<file path="src/rtl/hsync_decoder_if.sv">
// hsync_decoder_if: incoming HSYNC and the timing signals regenerated by hsync_decoder.
// The slave modport is the decoder's view; master is the source/consumer side.
interface hsync_decoder_if;
    logic       hsync_in;
    logic       locked;
    logic       line_start;
    logic       display_en;
    logic [9:0] pixel_x;
    logic       pixel_strobe;
    logic       sync_err;

    modport master (
        output hsync_in,
        input  locked, line_start, display_en, pixel_x, pixel_strobe, sync_err
    );

    modport slave (
        input  hsync_in,
        output locked, line_start, display_en, pixel_x, pixel_strobe, sync_err
    );
endinterface

</file>
<file path="src/rtl/hsync_decoder.sv">
// hsync_decoder: measures an active-low HSYNC stream, locks to the line timing and regenerates display_en/pixel_x/pixel_strobe.
// Define HSYNC_INPUT_SYNC_EN to pass hsync_in through a 2-flop synchronizer (asynchronous sources).
module hsync_decoder #(
    parameter int SYNC_LEN   = 384,
    parameter int BP_LEN     = 192,
    parameter int DISP_LEN   = 2560,
    parameter int FP_LEN     = 64,
    parameter int TOL        = 4,
    parameter int PIX_DIV    = 4,
    parameter int LOCK_LINES = 2
) (
    input logic            clk,
    input logic            reset,
    hsync_decoder_if.slave bus
);

    typedef enum logic [2:0] {SEARCH, SYNC, BACK, DISP, FRONT} state_t;

    localparam int HIGH_LEN = BP_LEN + DISP_LEN + FP_LEN;
    localparam int PW       = (PIX_DIV > 1) ? $clog2(PIX_DIV) : 1;
    localparam int GW       = $clog2(LOCK_LINES + 1);

    localparam logic [11:0]   CNT_MAX   = 12'hfff;
    localparam logic [11:0]   SYNC_MIN  = 12'(SYNC_LEN - TOL);
    localparam logic [11:0]   SYNC_MAX  = 12'(SYNC_LEN + TOL);
    localparam logic [11:0]   HIGH_MIN  = 12'(HIGH_LEN - TOL);
    localparam logic [11:0]   HIGH_MAX  = 12'(HIGH_LEN + TOL);
    localparam logic [11:0]   BP_END    = 12'(BP_LEN);
    localparam logic [11:0]   DISP_END  = 12'(DISP_LEN);
    localparam logic [11:0]   FRONT_MAX = 12'(FP_LEN + TOL);
    localparam logic [9:0]    X_MAX     = 10'(DISP_LEN / PIX_DIV - 1);
    localparam logic [PW-1:0] PHASE_MAX = PW'(PIX_DIV - 1);
    localparam logic [GW-1:0] GOOD_MAX  = GW'(LOCK_LINES);

    logic          hs_src;
    logic          hs;
    logic          hs_prev;
    logic          fall;
    logic          rise;
    state_t        state;
    state_t        state_next;
    logic [11:0]   wcnt;
    logic [11:0]   pcnt;
    logic [11:0]   pcnt_next;
    logic [GW-1:0] good_cnt;
    logic [GW-1:0] good_next;
    logic [PW-1:0] phase;
    logic [PW-1:0] phase_next;
    logic [9:0]    pixel_x;
    logic [9:0]    x_next;
    logic          err_next;
    logic          start_next;
    logic          strobe_next;
    logic          in_disp_next;
    logic          locked;
    logic          line_start;
    logic          display_en;
    logic          pixel_strobe;
    logic          sync_err;

`ifdef HSYNC_INPUT_SYNC_EN
    logic sync_1;
    logic sync_2;

    always_ff @(posedge clk) begin
        if (reset) begin
            sync_1 <= 1'b1;
            sync_2 <= 1'b1;
        end else begin
            sync_1 <= bus.hsync_in;
            sync_2 <= sync_1;
        end
    end

    assign hs_src = sync_2;
`else
    assign hs_src = bus.hsync_in;
`endif

    // Reset to the idle-high level so leaving reset never fakes an edge.
    always_ff @(posedge clk) begin
        if (reset) begin
            hs      <= 1'b1;
            hs_prev <= 1'b1;
        end else begin
            hs      <= hs_src;
            hs_prev <= hs;
        end
    end

    assign fall = hs_prev & ~hs;
    assign rise = ~hs_prev & hs;

    always_comb begin
        state_next = state;
        err_next   = 1'b0;
        start_next = 1'b0;
        good_next  = good_cnt;
        case (state)
            SEARCH: begin
                if (fall) state_next = SYNC;
            end
            SYNC: begin
                if (rise) begin
                    if (wcnt >= SYNC_MIN && wcnt <= SYNC_MAX) begin
                        state_next = BACK;
                    end else begin
                        err_next   = 1'b1;
                        state_next = SEARCH;
                    end
                end else if (wcnt > SYNC_MAX) begin
                    err_next   = 1'b1;
                    state_next = SEARCH;
                end
            end
            BACK: begin
                if (fall) begin
                    err_next   = 1'b1;
                    state_next = SYNC;
                end else if (pcnt == BP_END) begin
                    state_next = DISP;
                end
            end
            DISP: begin
                if (fall) begin
                    err_next   = 1'b1;
                    state_next = SYNC;
                end else if (pcnt == DISP_END) begin
                    state_next = FRONT;
                end
            end
            FRONT: begin
                // Checking the fall before the timeout gives the edge priority.
                if (fall) begin
                    state_next = SYNC;
                    if (wcnt >= HIGH_MIN && wcnt <= HIGH_MAX) begin
                        start_next = 1'b1;
                        good_next  = (good_cnt == GOOD_MAX) ? good_cnt : good_cnt + GW'(1);
                    end else begin
                        err_next = 1'b1;
                    end
                end else if (pcnt > FRONT_MAX) begin
                    err_next   = 1'b1;
                    state_next = SEARCH;
                end
            end
            default: state_next = SEARCH;
        endcase
        if (err_next) good_next = '0;
    end

    // Pixel outputs are computed from the next state so they line up with the registered state.
    always_comb begin
        pcnt_next    = (state_next != state) ? 12'd1 :
                       ((pcnt == CNT_MAX) ? pcnt : pcnt + 12'd1);
        in_disp_next = (state_next == DISP);
        phase_next   = '0;
        x_next       = '0;
        strobe_next  = 1'b0;
        if (in_disp_next) begin
            if (state == DISP) begin
                phase_next = (phase == PHASE_MAX) ? '0 : phase + PW'(1);
            end
            strobe_next = (phase_next == '0);
            if (state == DISP) begin
                x_next = (strobe_next && pixel_x != X_MAX) ? pixel_x + 10'd1 : pixel_x;
            end
        end
    end

    always_ff @(posedge clk) begin
        if (reset) begin
            state        <= SEARCH;
            wcnt         <= '0;
            pcnt         <= '0;
            good_cnt     <= '0;
            phase        <= '0;
            pixel_x      <= '0;
            locked       <= 1'b0;
            line_start   <= 1'b0;
            display_en   <= 1'b0;
            pixel_strobe <= 1'b0;
            sync_err     <= 1'b0;
        end else begin
            state        <= state_next;
            pcnt         <= pcnt_next;
            good_cnt     <= good_next;
            phase        <= phase_next;
            pixel_x      <= x_next;
            locked       <= (good_next == GOOD_MAX);
            line_start   <= start_next;
            display_en   <= in_disp_next & (good_next == GOOD_MAX);
            pixel_strobe <= strobe_next;
            sync_err     <= err_next;
            if (fall || rise) begin
                wcnt <= 12'd1;
            end else if (wcnt != CNT_MAX) begin
                wcnt <= wcnt + 12'd1;
            end
        end
    end

    assign bus.locked       = locked;
    assign bus.line_start   = line_start;
    assign bus.display_en   = display_en;
    assign bus.pixel_x      = pixel_x;
    assign bus.pixel_strobe = pixel_strobe;
    assign bus.sync_err     = sync_err;

endmodule

</file>
<file path="src/flat_wrapper.sv">
// flat-port wrapper written by rule: the top's interface ports become plain ports
module hsync_decoder_flat 
#(
    parameter int SYNC_LEN   = 384,
    parameter int BP_LEN     = 192,
    parameter int DISP_LEN   = 2560,
    parameter int FP_LEN     = 64,
    parameter int TOL        = 4,
    parameter int PIX_DIV    = 4,
    parameter int LOCK_LINES = 2
)
  (clk, reset, bus_hsync_in, bus_locked, bus_line_start, bus_display_en, bus_pixel_x, bus_pixel_strobe, bus_sync_err);
  hsync_decoder_if bus_i ();
  input logic clk;
  input logic reset;
  input wire logic [$bits(bus_i.hsync_in)-1:0] bus_hsync_in;
  output wire logic [$bits(bus_i.locked)-1:0] bus_locked;
  output wire logic [$bits(bus_i.line_start)-1:0] bus_line_start;
  output wire logic [$bits(bus_i.display_en)-1:0] bus_display_en;
  output wire logic [$bits(bus_i.pixel_x)-1:0] bus_pixel_x;
  output wire logic [$bits(bus_i.pixel_strobe)-1:0] bus_pixel_strobe;
  output wire logic [$bits(bus_i.sync_err)-1:0] bus_sync_err;
  assign bus_i.hsync_in = bus_hsync_in;
  assign bus_locked = bus_i.locked;
  assign bus_line_start = bus_i.line_start;
  assign bus_display_en = bus_i.display_en;
  assign bus_pixel_x = bus_i.pixel_x;
  assign bus_pixel_strobe = bus_i.pixel_strobe;
  assign bus_sync_err = bus_i.sync_err;
  hsync_decoder #(.SYNC_LEN(SYNC_LEN), .BP_LEN(BP_LEN), .DISP_LEN(DISP_LEN), .FP_LEN(FP_LEN), .TOL(TOL), .PIX_DIV(PIX_DIV), .LOCK_LINES(LOCK_LINES)) u_core (.clk(clk), .reset(reset), .bus(bus_i));
endmodule
</file>
<file path="config.mk">
export PLATFORM = sky130hd
export DESIGN_NAME = hsync_decoder_flat
export DESIGN_NICKNAME = d
export VERILOG_FILES = /design/src/rtl/hsync_decoder_if.sv /design/src/rtl/hsync_decoder.sv /design/src/flat_wrapper.sv
export SDC_FILE = /design/constraint.sdc
export NUM_CORES = 1
export LEC_CHECK = 0
export CAP_MARGIN = 10
export CORE_MARGIN = 2
export CORE_UTILIZATION = 52
export DETAILED_ROUTE_END_ITERATION = 12
export PLACE_DENSITY_LB_ADDON = 0.05
export SLEW_MARGIN = 20
export SYNTH_ARGS = -nofsm -noshare
export SYNTH_HDL_FRONTEND = slang
export SYNTH_SLANG_ARGS = --single-unit
</file>
<file path="constraint.sdc">
create_clock -name clk -period 2.15 [get_ports clk]
set_input_delay 0.43 -clock clk [delete_from_list [all_inputs] [get_ports clk]]
set_output_delay 0.43 -clock clk [all_outputs]
set_load 0.02 [all_outputs]
</file>
After elaboration in Yosys (flattened, before gate mapping)
Index checks and enable logic that the tools add are counted.
Widths: inputs -> output; s select.
{"block": "word_totals", "elab_cells": 95, "regBits": 48, "in_bits": 3}
{"block": "op_classes", "n_mux": 32, "n_addsub": 5, "n_reduce_logical": 13, "bitwise_logic": 9, "eq_ne": 15, "order_cmp": 6}
{"op": "$mux 3", "count": 9}
{"op": "$add 12x1->12 const B", "count": 2}
{"op": "$eq 12x12->1 const B", "count": 2}
{"op": "$mux 2", "count": 9}
{"op": "$pmux 3 s5", "count": 1}
{"op": "$eq 12x8->1 const B", "count": 1}
{"op": "$ge 12x12->1 const B", "count": 1}
{"op": "$ge 12x9->1 const B", "count": 1}
{"op": "$gt 12x7->1 const B", "count": 1}
{"op": "$gt 12x9->1 const B", "count": 1}
{"op": "$le 12x12->1 const B", "count": 1}
{"op": "$le 12x9->1 const B", "count": 1}
{"op": "$mux 1", "count": 12}
{"op": "$ne 12x12->1 const B", "count": 1}
{"op": "$add 10x1->10 const B", "count": 1}
{"op": "$ne 10x10->1 const B", "count": 1}
{"op": "$eq 3x2->1 const B", "count": 3}
{"op": "$reduce_or 2->1", "count": 4}
{"op": "$eq 2x2->1 const B", "count": 3}
{"op": "$not 1->1", "count": 6}
{"op": "$reduce_or 3->1", "count": 2}
{"op": "$add 2x1->2 const B", "count": 2}
{"op": "$and 1x1->1", "count": 3}
{"op": "$eq 3x1->1 const B", "count": 1}
{"op": "9 further kinds", "count": 11}

Logic depth before layout (Yosys ltp)
{"block": "logic_depth", "word_depth": 9, "ltp_mapped": 9}

Worst setup path after synthesis
No wires, ideal clock.
{"block": "synth_path", "path_type": "register -> register", "start": "reg u_core.pcnt[0]", "end": "reg u_core.pixel_x[1], in the netlist u_core.bus.pixel_x[1]", "required_time_ns": 2.085, "t_arrival_ns": 1.943, "period_less_slack_ns": 2.008, "slack_ns": 0.142, "stages_incl_launch_ff": 10, "n_path_buf": 1, "path_cell_list": "dfxtp_1 > inv_1 > ha_1 > nor2b_1 > and4_1 > a2111o_1 > o31a_1 > nand3b_4 > buf_2 > nor2_1"}
{"block": "synth_between", "elab_chain_cells": 7}
{"item": "start: declaration", "line_no": "hsync_decoder.sv:43", "source": "logic [11:0] pcnt;"}
{"item": "start signal: assignment", "line_no": "hsync_decoder.sv:186", "source": "pcnt <= pcnt_next;"}
{"item": "$gt 12x7->1, or another cell as far along", "line_no": "hsync_decoder.sv:142", "source": "end else if (pcnt > FRONT_MAX) begin"}
{"item": "$mux 3, on equally long branches", "line_no": "hsync_decoder.sv:142, hsync_decoder.sv:120, hsync_decoder.sv:128"}
{"item": "$mux 3, on equally long branches", "line_no": "hsync_decoder.sv:134, hsync_decoder.sv:117, hsync_decoder.sv:125"}
{"item": "$pmux 3 s5 (*)", "line_no": "hsync_decoder.sv:99", "source": "case (state)"}
{"item": "$eq 3x2->1 (*)", "line_no": "hsync_decoder.sv:156", "source": "in_disp_next = (state_next == DISP);"}
{"item": "$not 1->1 (no line) (*)"}
{"item": "$reduce_or 3->1 (no line) (*)"}
{"item": "end signal: assignment", "line_no": "hsync_decoder.sv:189", "source": "pixel_x <= x_next;"}
{"item": "end: declaration", "line_no": "hsync_decoder.sv:49", "source": "logic [9:0] pixel_x;"}
Mark *: on every way between the ends. The rest lies on a longest branch, timed or not.
A chain may end at the register's enable or synchronous reset.

Final worst setup path
{"block": "layout_path", "start": "reg u_core.pcnt[1]", "end": "reg u_core.phase[0]"}
{"block": "layout_between", "elab_chain_cells": 7}
{"item": "$gt 12x7->1, or another cell as far along", "line_no": "hsync_decoder.sv:142"}
{"item": "$mux 3, on equally long branches", "line_no": "hsync_decoder.sv:142, hsync_decoder.sv:120, hsync_decoder.sv:128"}
{"item": "$mux 3, on equally long branches", "line_no": "hsync_decoder.sv:134, hsync_decoder.sv:117, hsync_decoder.sv:125"}
{"item": "$pmux 3 s5 (*)", "line_no": "hsync_decoder.sv:99"}
{"item": "$eq 3x2->1 (*)", "line_no": "hsync_decoder.sv:156"}
{"item": "$not 1->1 (no line) (*)"}
{"item": "$reduce_or 2->1 (no line) (*)"}
{"item": "end signal: assignment", "line_no": "hsync_decoder.sv:188", "source": "phase <= phase_next;"}
{"item": "end: declaration", "line_no": "hsync_decoder.sv:47", "source": "logic [PW-1:0] phase;"}
Marked as above.

==> flow_summary.toml <==
[outcome]
status = "finished clean"

[final_layout]
final_cell_area_sq_mm = 0.00287
layout-drive-gt1-share = 0.101
diodes = 0
syn2layout_area_growth_pct = 16.2
finalNetCount = 327

[critical_path]
r2r_cells = 8
slowest_delay_ns = 0.41
worst-setup-path-type = "reg -> reg"
reg2reg_to = "u_core.phase[0]"
cp-start-kind = "register"
crit_slowest_cell = "a2111o_1"
cp-end-kind = "register"
cp.depth = 8
r2r_start = "u_core.pcnt[1]"
critPathBufInv = 1
critPathMaxFanout = 6
path_cells = "inv_1, ha_1, nor2b_1, and4_1, a2111o_1, o31a_1, nand3b_4, nor3_1"
critical_path_arrival_ns = 2.24
crit_family = "simple AND/OR/NAND/NOR gates"
crit_start = "u_core.pcnt[1]"
crit_path_end = "u_core.phase[0]"
r2r_setup_slack_ns = 0.14
required_ns = 2.38

[cts]
cts_setup_buffers = 0
clkTransAtPathRegs_ns = 0.08
cts_buffers = 5
clkLatencyLatePin_ns = 0.30
postCtsHoldBufs = 0
cts_root_buf = "clkbuf_8"
cts_tree = "built"
ctsResizeCount = 0
cts_sinks = 48
cts_buffer_depth = 2
ctsHtreeMaxLevel = 2

[synthesis]
synth_flop_cell = "dfxtp_1"
yosys.area.top_type = "dfxtp_1"
syn_area_sq_mm = 0.00247
synthTopCellsByArea = "dfxtp_1 39%, xor2_1 6.7%, nor2_1 6.5%"
synth-seq-area-share = 0.389
syn_area_per_cell_sq_um = 8.55
synth_most_common_cell = "dfxtp_1"
synth_nets = 301
yosys_warnings = 0
synthArstFlopShare = 0
synth-seq-cells = 48
yosys.area.top_type_share = 0.389
synth_top_cells_by_count = "48 x dfxtp_1, 43 x nor2_1, 24 x nand2_1"
syn_inst = 289
synthDistinctLibCells = 50
synth-edff-count = 0

[power_and_ir_drop]
leakagePower_nw = 1.11
p_seq_frac = 0.573
irDropWorstVdd_mv = 0.317
clkPwrFrac = 0.348
power_frac_comb = 0.079
power.switching_mw = 0.375
powerDensity_mw_per_mm2 = 554
internal_power_mw = 1.21
swShare = 0.236

[floorplan]
core.rowCount = 25
initial_core_util = 0.530
core_sq_mm = 0.00466
die_x_um = 72.9
die-height_um = 72.9
die_area_sq_mm = 0.00532
ios = 18

[timing]
relSlewSlack = 0.700
fin_tns_setup_ns = 0
drv_slew = 0
setup_viol = 0
rsz0062_at_grt = "false"
fmax_ghz = 0.498
finalCriticalPeriod_ns = 2.01
hold_viol = 0
finalCritPeriodShare = 0.934
tightestPinTransition_ns = 0.448
skew_ns = 0.00520

[worst_hold_path]
hold_path.class = "reg -> reg"
holdPathStages = 2

[routing]
drc = 0
firstDrtPassIters = 4
drtAntennaViolNets = 0
vias_per_cell = 5.51
wl_mm = 4.77
routedWlPerCell_um = 12.9
num_vias = 2040
drt_iter0_drc = 83

[grt]
grt-ovfl-total = 0
grt_antenna_before_repair = 0
grt_first_pass_wirelength_mm = 8.09
grt_pass1_vias = 1828
grt.total_usage = 0.192
grt_max_degree = 15

[placed_design]
routabilityCongestion = 0.801
placed_cell_area_sq_mm = 0.00275
io_buffers = 17
dp_hpwl_mm = 3.46

[flow_run]
maxCapViolations = 0
[worst min-delay path, stage by stage, from the launching register on]
cell and delay [ns]:
dfxtp_1 0.34, inv_1 0.06, nand2_1 0.05
[worst min-delay path by stage]
| stage | slack, ns | to | startpoint |
|---|---|---|---|
| 2_1_floorplan | 0.42 | u_core.hs_prev | u_core.hs |
| 3_3_place_gp | 0.44 | u_core.hs_prev | u_core.hs |
| 3_5_place_dp | 0.44 | u_core.phase[0] | u_core.phase[0] |
| 4_1_cts | 0.47 | u_core.phase[0] | u_core.phase[0] |
| 5_1_grt | 0.49 | u_core.phase[0] | u_core.phase[0] |
| 6_report | 0.47 | u_core.hs_prev | u_core.hs |
[cell type report]
class                           count  area (sq um)
Inverter                           15          56.3
Multi-Input combinational cell    217          1440
Timing Repair Buffer               28           253
Clock inverter                      1          7.51
Fill cell                         410          1790
Clock buffer                        7          86.3
Sequential cell                    48           962
Tap cell                           54          67.6
[power by group through the flow]
stage | combinational (mW) | sequential (mW) | clock [mW]
after floorplan | 0.0850 | 0.932 | 0
after global placement | 0.122 | 0.932 | 0
after detailed placement | 0.123 | 0.932 | 0
after CTS | 0.124 | 0.911 | 0.569
after global routing | 0.142 | 0.913 | 0.603
final | 0.125 | 0.912 | 0.553
[cell usage in the layout, fill, tap and decap left out, types with 9 or more instances in the layout]
cell type         n
ha_1              9
dfxtp_1          47
nor2_1           43
inv_1            15
and3_1           10
nand2_1          24
a21oi_1          11
nand4_1          12
nor3_1            9
nand3_1           9
buf_4            11
clkdlybuf4s50_1  17
xor2_1           19
[through the flow]
step	util	power [mW]	hold WS, ns	setup slack (ns)	std cells
floorplan	-	1.02	0.424	0.142	289
global placement	0.589	1.05	0.440	0.109	361
detailed placement	0.589	1.06	0.444	0.0440	361
CTS	0.609	1.60	0.467	0.0353	369
global route	0.616	1.66	0.491	0.00532	370
finish	0.616	1.59	0.468	0.142	370
[metal layers]
layer / vias up / GRT usage / wire length [um]
met5: - / 0 / 0
met4: 0 / 0.0679 / 70
met3: 8 / 0.0331 / 151
met2: 33 / 0.299 / 2060
met1: 932 / 0.267 / 2490
li1: 1067 / - / -
[kinds of logic (layout without fill, tap and decap cells)]
family,Yosys count,after routing,synth area share
multiplexers,4,4,0.0162
buffers and inverters,25,51,0.0410
AO/OA/AOI/OAI,38,38,0.111
adder cells (fa/ha/maj),9,9,0.0456
XOR/XNOR,24,24,0.0851
AND/OR/NAND/NOR,141,142,0.312
flip-flops,48,48,0.389
[flip-flops by register name (all words and copies together), names as in the netlist]
signal and cells:
u_core.wcnt 12, u_core.bus.pixel_strobe 1, u_core.bus.line_start 1, u_core.bus.sync_err 1
u_core.bus.locked 1, u_core.good_cnt 2, u_core.pcnt 12, u_core.state 3
u_core.hs 1, u_core.bus.pixel_x 10, u_core.hs_prev 1, u_core.phase 2
u_core.bus.display_en 1
No activity file was read; power rests on OpenSTA's default activity.
